### src/rtl/ram_port_arbiter.sv
// ram_port_arbiter
//   Two-requester round-robin arbiter and sequencer for the shared 2^16 x 32
//   RAM. It is the only driver of the RAM inputs. Each access takes three
//   cycles: an IDLE cycle to accept a request, one ACCESS cycle with the RAM
//   enable asserted, and one COMPLETE cycle that pulses done to the winner.
//
//   Ports
//     clk, rst_n               clock, asynchronous active-low reset
//     req0/1, we0/1            request and write flag per port (held until gnt)
//     addr0/1, wdata0/1        word address and write data per port
//     gnt0/1                   one-cycle pulse: request accepted
//     done0/1                  one-cycle pulse: access complete
//     rdata0/1                 read data, held until the port's next read
//     busy                     high in any state other than IDLE
//     ram_write_enable         to RAM write_enable (ACCESS only)
//     ram_read_enable          to RAM read_enable  (ACCESS only)
//     ram_address              to RAM address, holds between accesses
//     ram_data_input           to RAM data_input, holds between writes
//     ram_data_output          from RAM data_output (combinational read)
module ram_port_arbiter #(
   parameter int unsigned ADDR_W = 16,
   parameter int unsigned DATA_W = 32
) (
   input  logic              clk,
   input  logic              rst_n,
   input  logic              req0,
   input  logic              req1,
   input  logic              we0,
   input  logic              we1,
   input  logic [ADDR_W-1:0] addr0,
   input  logic [ADDR_W-1:0] addr1,
   input  logic [DATA_W-1:0] wdata0,
   input  logic [DATA_W-1:0] wdata1,
   output logic              gnt0,
   output logic              gnt1,
   output logic              done0,
   output logic              done1,
   output logic [DATA_W-1:0] rdata0,
   output logic [DATA_W-1:0] rdata1,
   output logic              busy,
   output logic              ram_write_enable,
   output logic              ram_read_enable,
   output logic [ADDR_W-1:0] ram_address,
   output logic [DATA_W-1:0] ram_data_input,
   input  logic [DATA_W-1:0] ram_data_output
);

   typedef enum logic [1:0] {
      IDLE     = 2'd0,
      ACCESS   = 2'd1,
      COMPLETE = 2'd2
   } state_t;

   state_t            state;
   state_t            state_nxt;
   logic              prio;       // port favoured when both request
   logic              winner;     // port owning the current access
   logic              lat_we;
   logic [ADDR_W-1:0] lat_addr;
   logic [DATA_W-1:0] lat_wdata;
   logic              accept;
   logic              pick;

   always_ff @(posedge clk or negedge rst_n) begin
      if (!rst_n) state <= IDLE;
      else        state <= state_nxt;
   end

   // Outputs decode only from state and latched registers; request inputs
   // influence nothing but the accept/pick terms feeding registers.
   always_comb begin
      state_nxt        = state;
      accept           = 1'b0;
      pick             = (req0 && req1) ? prio : req1;
      gnt0             = 1'b0;
      gnt1             = 1'b0;
      done0            = 1'b0;
      done1            = 1'b0;
      ram_write_enable = 1'b0;
      ram_read_enable  = 1'b0;
      busy             = (state != IDLE);
      ram_address      = lat_addr;
      ram_data_input   = lat_wdata;
      case (state)
         IDLE: begin
            if (req0 || req1) begin
               accept    = 1'b1;
               state_nxt = ACCESS;
            end
         end
         ACCESS: begin
            gnt0             = ~winner;
            gnt1             = winner;
            ram_write_enable = lat_we;
            ram_read_enable  = ~lat_we;
            state_nxt        = COMPLETE;
         end
         COMPLETE: begin
            done0     = ~winner;
            done1     = winner;
            state_nxt = IDLE;
         end
         default: state_nxt = IDLE;
      endcase
   end

   // lat_wdata is loaded only on write acceptance so ram_data_input keeps its
   // last written value across reads.
   always_ff @(posedge clk or negedge rst_n) begin
      if (!rst_n) begin
         prio      <= 1'b0;
         winner    <= 1'b0;
         lat_we    <= 1'b0;
         lat_addr  <= '0;
         lat_wdata <= '0;
         rdata0    <= '0;
         rdata1    <= '0;
      end else begin
         if (accept) begin
            winner   <= pick;
            prio     <= ~pick;
            lat_we   <= pick ? we1 : we0;
            lat_addr <= pick ? addr1 : addr0;
            if (pick ? we1 : we0)
               lat_wdata <= pick ? wdata1 : wdata0;
         end
         if (state == ACCESS && !lat_we) begin
            if (winner) rdata1 <= ram_data_output;
            else        rdata0 <= ram_data_output;
         end
      end
   end

endmodule

### config.mk
export PLATFORM = sky130hd
export DESIGN_NAME = ram_port_arbiter
export DESIGN_NICKNAME = d
export VERILOG_FILES = /design/src/rtl/ram_port_arbiter.sv
export SDC_FILE = /design/constraint.sdc
export NUM_CORES = 1
export LEC_CHECK = 0
export BUFFER_PORTS_ARGS = -buffer_cell sky130_fd_sc_hd__buf_4
export CORE_UTILIZATION = 35
export CTS_BUF_LIST = sky130_fd_sc_hd__clkbuf_8
export CTS_CLUSTER_DIAMETER = 60
export DETAILED_ROUTE_END_ITERATION = 7
export HOLD_SLACK_MARGIN = 0.08
export PLACE_DENSITY = 0.66
export SYNTH_ARGS = -nofsm -noshare
export SYNTH_HDL_FRONTEND = slang
export SYNTH_SLANG_ARGS = --single-unit
### constraint.sdc
create_clock -name clk -period 1.58 [get_ports clk]
set_clock_uncertainty 0.15 [all_clocks]
set_input_delay 0.237 -clock clk [delete_from_list [all_inputs] [get_ports clk]]
set_output_delay 0.237 -clock clk [all_outputs]
set_load 0.005 [all_outputs]
# == Yosys cells after proc, flatten, opt, wreduce, memory -nomap -nowiden ==
# Index checks and enable logic that the tools add are counted.
# word_totals
reg_bits,117
out_inout_bits,119
in_bits,134
elab_cells,37
# op_classes
mux,14
bitwise_logic,3
eq_ne,3
n_reduce_logical,9
# op_table
op,n
$mux W32,1
$mux W16,1
$mux W1,10
$reduce_and A2 Y1,3
$pmux W2 S2,1
$not A1 Y1,3
$eq A2 B1 Y1 const B,1
$eq A2 B2 Y1 const B,1
$logic_and A1 B1 Y1,2
$logic_not A2 Y1,1
$mux W2,1
$ne A2 B2 Y1 const B,1
$reduce_bool A2 Y1,1
$logic_not A1 Y1,1
$logic_or A1 B1 Y1,1

# == Longest topological paths before layout ==
# Gate-level depths: netlist of the first run.
# logic_depth
word_depth,4
depth_mapped,6
ltp_nobuf,5

# == Least setup slack after synthesis of the first run ==
# Ideal clock, no wire load.
# synth_path
path_kind,reg-to-reg
start,register prio
end,register lat_wdata[13] (netlist: ram_data_input[13])
slack_ns,-0.123
n_path_buf,1
setup_time_ns,0.125
required_time_ns,1.305
stages_incl_launch_ff,5
arrival_ns,1.429
period_less_slack_ns,1.703
path_cell_list,dfrtp_1 -> o21ai_4 -> buf_2 -> mux2_2 -> mux2_2
# synth_between
elab_chain_len,3
word_cells_on_any_way,4
classes_between,mux (3); reduce/logical (1)
# synth_lines
item,line,rtl
"start, declared",56,logic prio;
"start signal, assigned",121,prio <= ~pick;
$mux W1 (*),74,pick = (req0 && req1) ? prio : req1;
$mux W1,124,if (pick ? we1 : we0)
$reduce_and A2 Y1 (no line),--,
"end signal, assigned",125,lat_wdata <= pick ? wdata1 : wdata0;
"end, declared",60,logic [DATA_W-1:0] lat_wdata;
# Every way passes the cells marked *; elsewhere a longest branch is shown, timed or not.
# A chain may end at the register's enable or synchronous reset.

# == Worst setup path in the final report of the first run ==
# layout_path
start,register state[1]
end,register rdata0[27]
# layout_between
elab_chain_len,3
# layout_lines
item,line,rtl
"start, declared",54,state_t state;
"start signal, assigned",66,else state <= state_nxt;
$eq A2 B1 Y1,127,if (state == ACCESS && !lat_we) begin
$logic_and A1 B1 Y1,127,
$reduce_and A2 Y1 (no line),--,
"end signal, assigned",129,else rdata0 <= ram_data_output;
"end, declared",38,"output logic [DATA_W-1:0] rdata0,"
# Every way passes these cells.

==> flow_summary.yaml, run 1 <==
hold_path:
  holdPathStages: 4
  hold_path_class: "input pin to flip-flop"
  hold_end: "state[0]$_DFFE_PN0P_"
  hp-start: "req1"
worst_setup_path:
  crit_buf_inv: 4
  rrSetupSlack_ns: -0.29
  crit_fanout: 8
  crit_slowest_cell: "dfrtp_1"
  startpoint_type: "flip-flop"
  r2r.worst_path.cells: 7
  critPathCaptureType: "flip-flop"
  critPathTopFamily: "buffers and inverters"
  max_stage_delay_ns: 0.41
  crit_chain: "nand2b_4, buf_12, buf_6, nor3_4, buf_6, clkbuf_16, mux2_2"
  r2r-start: "state[1]$_DFFE_PN0P_"
  worstPathArrival_ns: 2.05
  worst_path_most_repeated_cell: "buf_6"
  r2r_end: "rdata0[27]$_DFFE_PN0P_"
  critPathRequiredTime_ns: 1.76
  path_class: "flip-flop to flip-flop"
logic_synthesis:
  yosys_warnings: 0
  syn_area_um2: 5090
  synth_area_leaders: "dfrtp_1, mux2_2, mux2_4"
  synth_top_area_share_pct: 57.6
  synth_cell_types: 27
  syn-mean-instance-area_um2: 15.1
  ys_seq_area_share_pct: 57.6
  synth_top_cell_by_area: "dfrtp_1"
  syn_inst: 337
  ys_seq_elements: 117
  syn_nets: 471
floorplanning:
  fp.dieW_um: 123
  io_pins: 253
  die_y_um: 123
  start_util_pct: 36.2
  coreArea_um2: 14000
  die_area_um2: 15000
  num_rows: 43
timing:
  rsz0062_at_grt: "true"
  max_freq_mhz: 535
  layout_setup_ws_ns: -0.290
  tns_ns: -23.02
  finalCriticalPeriod_ns: 1.87
  fin_crit_sh_pct: 118
  worstMarginPinSlew_ns: 0.648
  hold_viol: 0
  setup_viol: 109
  relSlewSlack_pct: 56.8
  drv_slew: 0
global_routing:
  grt_overflow: 0
  grt_pass1_vias: 4891
  antenna_found_initial: 0
  grt.total_usage_pct: 22.4
  grt_max_degree: 118
  grt_pass1_wl_mm: 24.9
cts:
  clkTransAtPathRegs_ns: 0.08
  cts_buffers: 17
  cts_root_buffer: "clkbuf_8"
  cts_tree: "done"
  insertion_delay_ns: 0.43
  cts_sinks: 117
  clockBufferDepth: 2
  cts_htree_levels: 4
drt:
  wl_mm: 17.4
  drtPass1Iterations: 4
  routedWlPerCell_um: 18.3
  dr.max_layer_used: "met4"
  drtIter0Drc: 146
  wl_met3_mm: 1.04
  vias: 4440
  met1Wirelength_mm: 6.30
  drc: 0
  wl_met2_mm: 9.47
  viasPerCell: 4.68
  antenna_left: 0
power:
  p_leak_nw: 4.61
  ir_drop_mv: 0.863
  power_density_nw_per_um2: 1690
  design_power_total_mw: 16.2
outcome:
  violations: "setup timing"
  outcome: "complete, but fails checks"
place:
  gp_congestion: 0.748
  dp_hpwl_mm: 9.09
  dp_slack_ns: -0.190
  port_buffers: 252
layout:
  nNetsFinal: 889
  mostFrequentLayoutCell: "buf_4"
  final_util_pct: 68.4
  area.growth.synth_to_final_pct: 88.8
  drive_gt1_share_pct: 60.3
  layout_common_cells: "buf_4, dlygate4sd3_1, dfrtp_1"
job:
  maxCapViolations: 0
==> power breakdown <==
| part | switching (mW) | total [mW] | leakage, nW | internal (mW) |
|---|---|---|---|---|
| logic | 2.74 | 7.96 | 3.02 | 5.22 |
| clock network | 1.25 | 2.77 | 0.196 | 1.52 |
| registers | 0.966 | 5.51 | 1.40 | 4.54 |
==> how the worst max path moves through the flow <==
stage,start,end,cells past startpoint
final,state[1]$_DFFE_PN0P_,rdata0[27]$_DFFE_PN0P_,7
after detailed placement,prio$_DFFE_PN0P_,ram_data_input[11]$_DFFE_PN0P_,4
after floorplan,state[0]$_DFFE_PN0P_,ram_data_input[10]$_DFFE_PN0P_,5
after CTS,state[1]$_DFFE_PN0P_,ram_write_enable,5
after global routing,state[1]$_DFFE_PN0P_,rdata0[5]$_DFFE_PN0P_,7
after global placement,state[0]$_DFFE_PN0P_,ram_data_input[0]$_DFFE_PN0P_,5
==> Yosys cell counts <==
cell      instances
a21o_1            1
and2_1            2
and2_4            1
and3b_1           1
buf_2             3
buf_4             7
buf_6             2
buf_8             3
clkbuf_1          3
dfrtp_1         117
inv_1             3
inv_2             1
mux2_1            9
mux2_2           89
mux2_4           30
mux2i_1          16
nand2_1          19
nand2b_2          1
nand4_1           1
nor2_1            4
nor2_2            2
nor3_2            1
nor3b_1           1
o21ai_0           9
o21ai_1           9
o21ai_2           1
o21ai_4           1
==> cells by family after synthesis <==
family / synth area share (%)
AO/OA/AOI/OAI: 2.41
buffers and inverters: 3.17
flip-flops: 57.6
multiplexers: 33.7
AND/OR/NAND/NOR: 3.17
==> sequential cells by signal, indices dropped and copies added, names as in the netlist <==
signal          flops
rdata0             32
winner              1
rdata1             32
prio                1
lat_we              1
state               2
ram_address        16
ram_data_input     32
==> area by class of cell <==
| cell class | count | area [um2] |
|---|---|---|
| fillers | 932 | 4440 |
| clock buffers | 20 | 275 |
| diodes | 1 | 2.50 |
| inverters | 4 | 17.5 |
| repair buffers | 417 | 3800 |
| well taps | 180 | 225 |
| clock inverters | 12 | 131 |
| flip-flops and latches | 117 | 2930 |
| multi-input cells | 198 | 2220 |
==> metal layers <==
metal | vias up | track usage, %
met5 | - | 0
li1 | 2038 | -
met1 | 2180 | 23.1
met4 | 0 | 11.4
met2 | 186 | 41.0
met3 | 36 | 6.60
==> worst min-delay path, delay by kind of cell <==
kind / cells / cell delay, ns
buf+inv: 3 / 0.37
compound gates: 1 / 0.08
==> per-stage QoR <==
stage          hold WS, ns  cell area, um2  cells
2_1_floorplan       -0.209            5130    337
3_3_place_gp         0.230            7300    767
3_5_place_dp         0.234            7300    767
4_1_cts              0.114            9470    946
5_1_grt              0.162            9600    948
6_report             0.152            9600    949
==> repair_timing <==
action                                  in CTS  in global routing
gates resized for setup                     59                 31
gates cloned                                 5                  4
endpoints found under the setup margin     108                118
setup buffers                               13                  2
hold endpoints to repair                   229                  0
hold buffers                               129                  0
pin swaps                                    2                  2
Note: power is estimated with default switching activity, not from simulation.
==> run 2: changes to the inputs <==
Settings changed: CORE_UTILIZATION 35 to 47, PLACE_DENSITY 0.66 to 0.82.
Clock period 1.58 ns to 2.07 ns, I/O delays scaled along.
==> run 2 against run 1 <==
The flow now finishes without violations. Largest cell class is now registers. Core utilization rose by 11 points. Sequential share of layout area rose by 5.0 points. Final cell count fell by 14%. Critical path type unchanged. Highest routed layer unchanged. Global-route usage is 4.8 points higher. Power shrank 31%.
==> flow_summary.yaml, run 2 (same netlist as run 1, synthesis figures left out) <==
worst_setup_path:
  max_stage_delay_ns: 0.60
  crit_buf_inv: 2
  worstPathArrival_ns: 2.14
  crit_fanout: 18
  critPathCaptureType: "flip-flop"
  crit_slowest_cell: "dlygate4sd3_1"
  r2r-start: "prio$_DFFE_PN0P_"
  path_class: "flip-flop to flip-flop"
  rrSetupSlack_ns: 0.06
  crit_chain: "o21ai_4, buf_12, mux2i_2, dlygate4sd3_1, o21ai_0"
  r2r_end: "ram_address[15]$_DFFE_PN0P_"
  critPathTopFamily: "buffers and inverters"
  r2r.worst_path.cells: 5
  startpoint_type: "flip-flop"
  critPathRequiredTime_ns: 2.20
timing:
  max_freq_mhz: 496
  fin_crit_sh_pct: 97.3
  drv_slew: 0
  relSlewSlack_pct: 58.5
  hold_viol: 0
  rsz0062_at_grt: "false"
  tns_ns: 0
  setup_viol: 0
  finalCriticalPeriod_ns: 2.01
  worstMarginPinSlew_ns: 0.622
floorplanning:
  fp.dieW_um: 106
  num_rows: 37
  start_util_pct: 48.8
  io_pins: 253
  coreArea_um2: 10400
  die_y_um: 106
  die_area_um2: 11200
global_routing:
  grt_max_degree: 118
  grt_pass1_vias: 4378
  grt_overflow: 0
  antenna_found_initial: 1
  grt.total_usage_pct: 27.2
  grt_pass1_wl_mm: 22.9
hold_path:
  holdPathStages: 3
  hold_path_class: "input pin to flip-flop"
  hold_end: "ram_data_input[0]$_DFFE_PN0P_"
  hp-start: "wdata1[0]"
cts:
  cts_sinks: 117
  clockBufferDepth: 2
  cts_root_buffer: "clkbuf_8"
  clkTransAtPathRegs_ns: 0.07
  insertion_delay_ns: 0.41
  cts_tree: "done"
  cts_buffers: 17
  cts_htree_levels: 4
outcome:
  outcome: "complete, no violations"
power:
  ir_drop_mv: 0.783
  p_leak_nw: 4.01
  switching_share_pct: 31.4
  pwr-share-seq_pct: 37.3
  power_density_nw_per_um2: 1370
  combPwrFrac_pct: 44.2
  switching_power_mw: 3.54
  power_frac_clock_pct: 18.5
  intPower_mw: 7.73
layout:
  mostFrequentLayoutCell: "buf_4"
  nNetsFinal: 803
  final_area_um2: 8250
  layout_common_cells: "buf_4, dfrtp_1, mux2_2"
  area.growth.synth_to_final_pct: 62.2
  drive_gt1_share_pct: 61.9
place:
  dp_hpwl_mm: 9.38
  gp_congestion: 0.831
  port_buffers: 252
  placed_area_um2: 7120
drt:
  viasPerCell: 4.99
  drtPass1Iterations: 4
  wl_mm: 15.1
  antenna_left: 0
  drc: 0
  vias: 4089
  routedWlPerCell_um: 18.4
  drtIter0Drc: 190
job:
  maxCapViolations: 0
[run 2: per-stage QoR]
step	cells	hold WS [ns]	setup WS, ns	util (%)	power (mW)
floorplan	337	-0.135	0.367	-	6.37
global placement	715	0.289	0.294	68.4	8.78
detailed placement	715	0.304	0.256	68.4	8.99
CTS	815	0.0820	0.0906	78.8	11.2
global route	819	0.0827	0.0148	79.2	11.9
finish	819	0.105	0.0558	79.2	11.3
[run 2: power by group through the flow]
stage                     clock network (mW)  registers, mW  logic [mW]
after floorplan                            0           4.18        2.19
after global placement                     0           4.13        4.66
after detailed placement                   0           4.20        4.78
after CTS                               2.12           4.18        4.90
after global routing                    2.24           4.34        5.28
final                                   2.09           4.21        4.98
[run 2: final cells by class]
class | count | area (um2)
flip-flops and latches | 117 | 2930
fillers | 604 | 2160
clock buffers | 18 | 248
well taps | 136 | 170
diodes | 1 | 2.50
multi-input cells | 198 | 2010
repair buffers | 331 | 2730
inverters | 4 | 15.0
clock inverters | 14 | 151
[run 2: what timing repair did]
action / in CTS / in global routing
endpoints found under the hold margin: 199 / 1
hold buffers: 68 / 1
resized for setup: 0 / 1
buffers inserted: 0 / 1
setup endpoints to repair: 0 / 1
[run 2: worst max-delay path by stage]
stage                     depth (start not counted)            startpoint  slack [ns]                              to
after floorplan                                   4      prio$_DFFE_PN0P_        0.37  ram_data_input[13]$_DFFE_PN0P_
after global placement                            5  state[1]$_DFFE_PN0P_        0.29           rdata1[0]$_DFFE_PN0P_
after detailed placement                          5  state[1]$_DFFE_PN0P_        0.26          rdata1[31]$_DFFE_PN0P_
after CTS                                         5      prio$_DFFE_PN0P_        0.09     ram_address[15]$_DFFE_PN0P_
after global routing                              5      prio$_DFFE_PN0P_        0.01     ram_address[15]$_DFFE_PN0P_
final                                             5      prio$_DFFE_PN0P_        0.06     ram_address[15]$_DFFE_PN0P_
[run 2: worst reg2reg max path, stage by stage (launching register included)]
cell,delay [ns]
dfrtp_1,0.42
o21ai_4,0.20
buf_12,0.20
mux2i_2,0.23
dlygate4sd3_1,0.60
o21ai_0,0.09
[run 2: routing by layer]
| layer | up-vias | track usage, % | wire length, um |
|---|---|---|---|
| met5 | - | 0 | 0 |
| met4 | 0 | 15.0 | 615 |
| met3 | 44 | 6.25 | 749 |
| met2 | 175 | 49.2 | 8210 |
| met1 | 2013 | 29.3 | 5490 |
| li1 | 1857 | - | - |
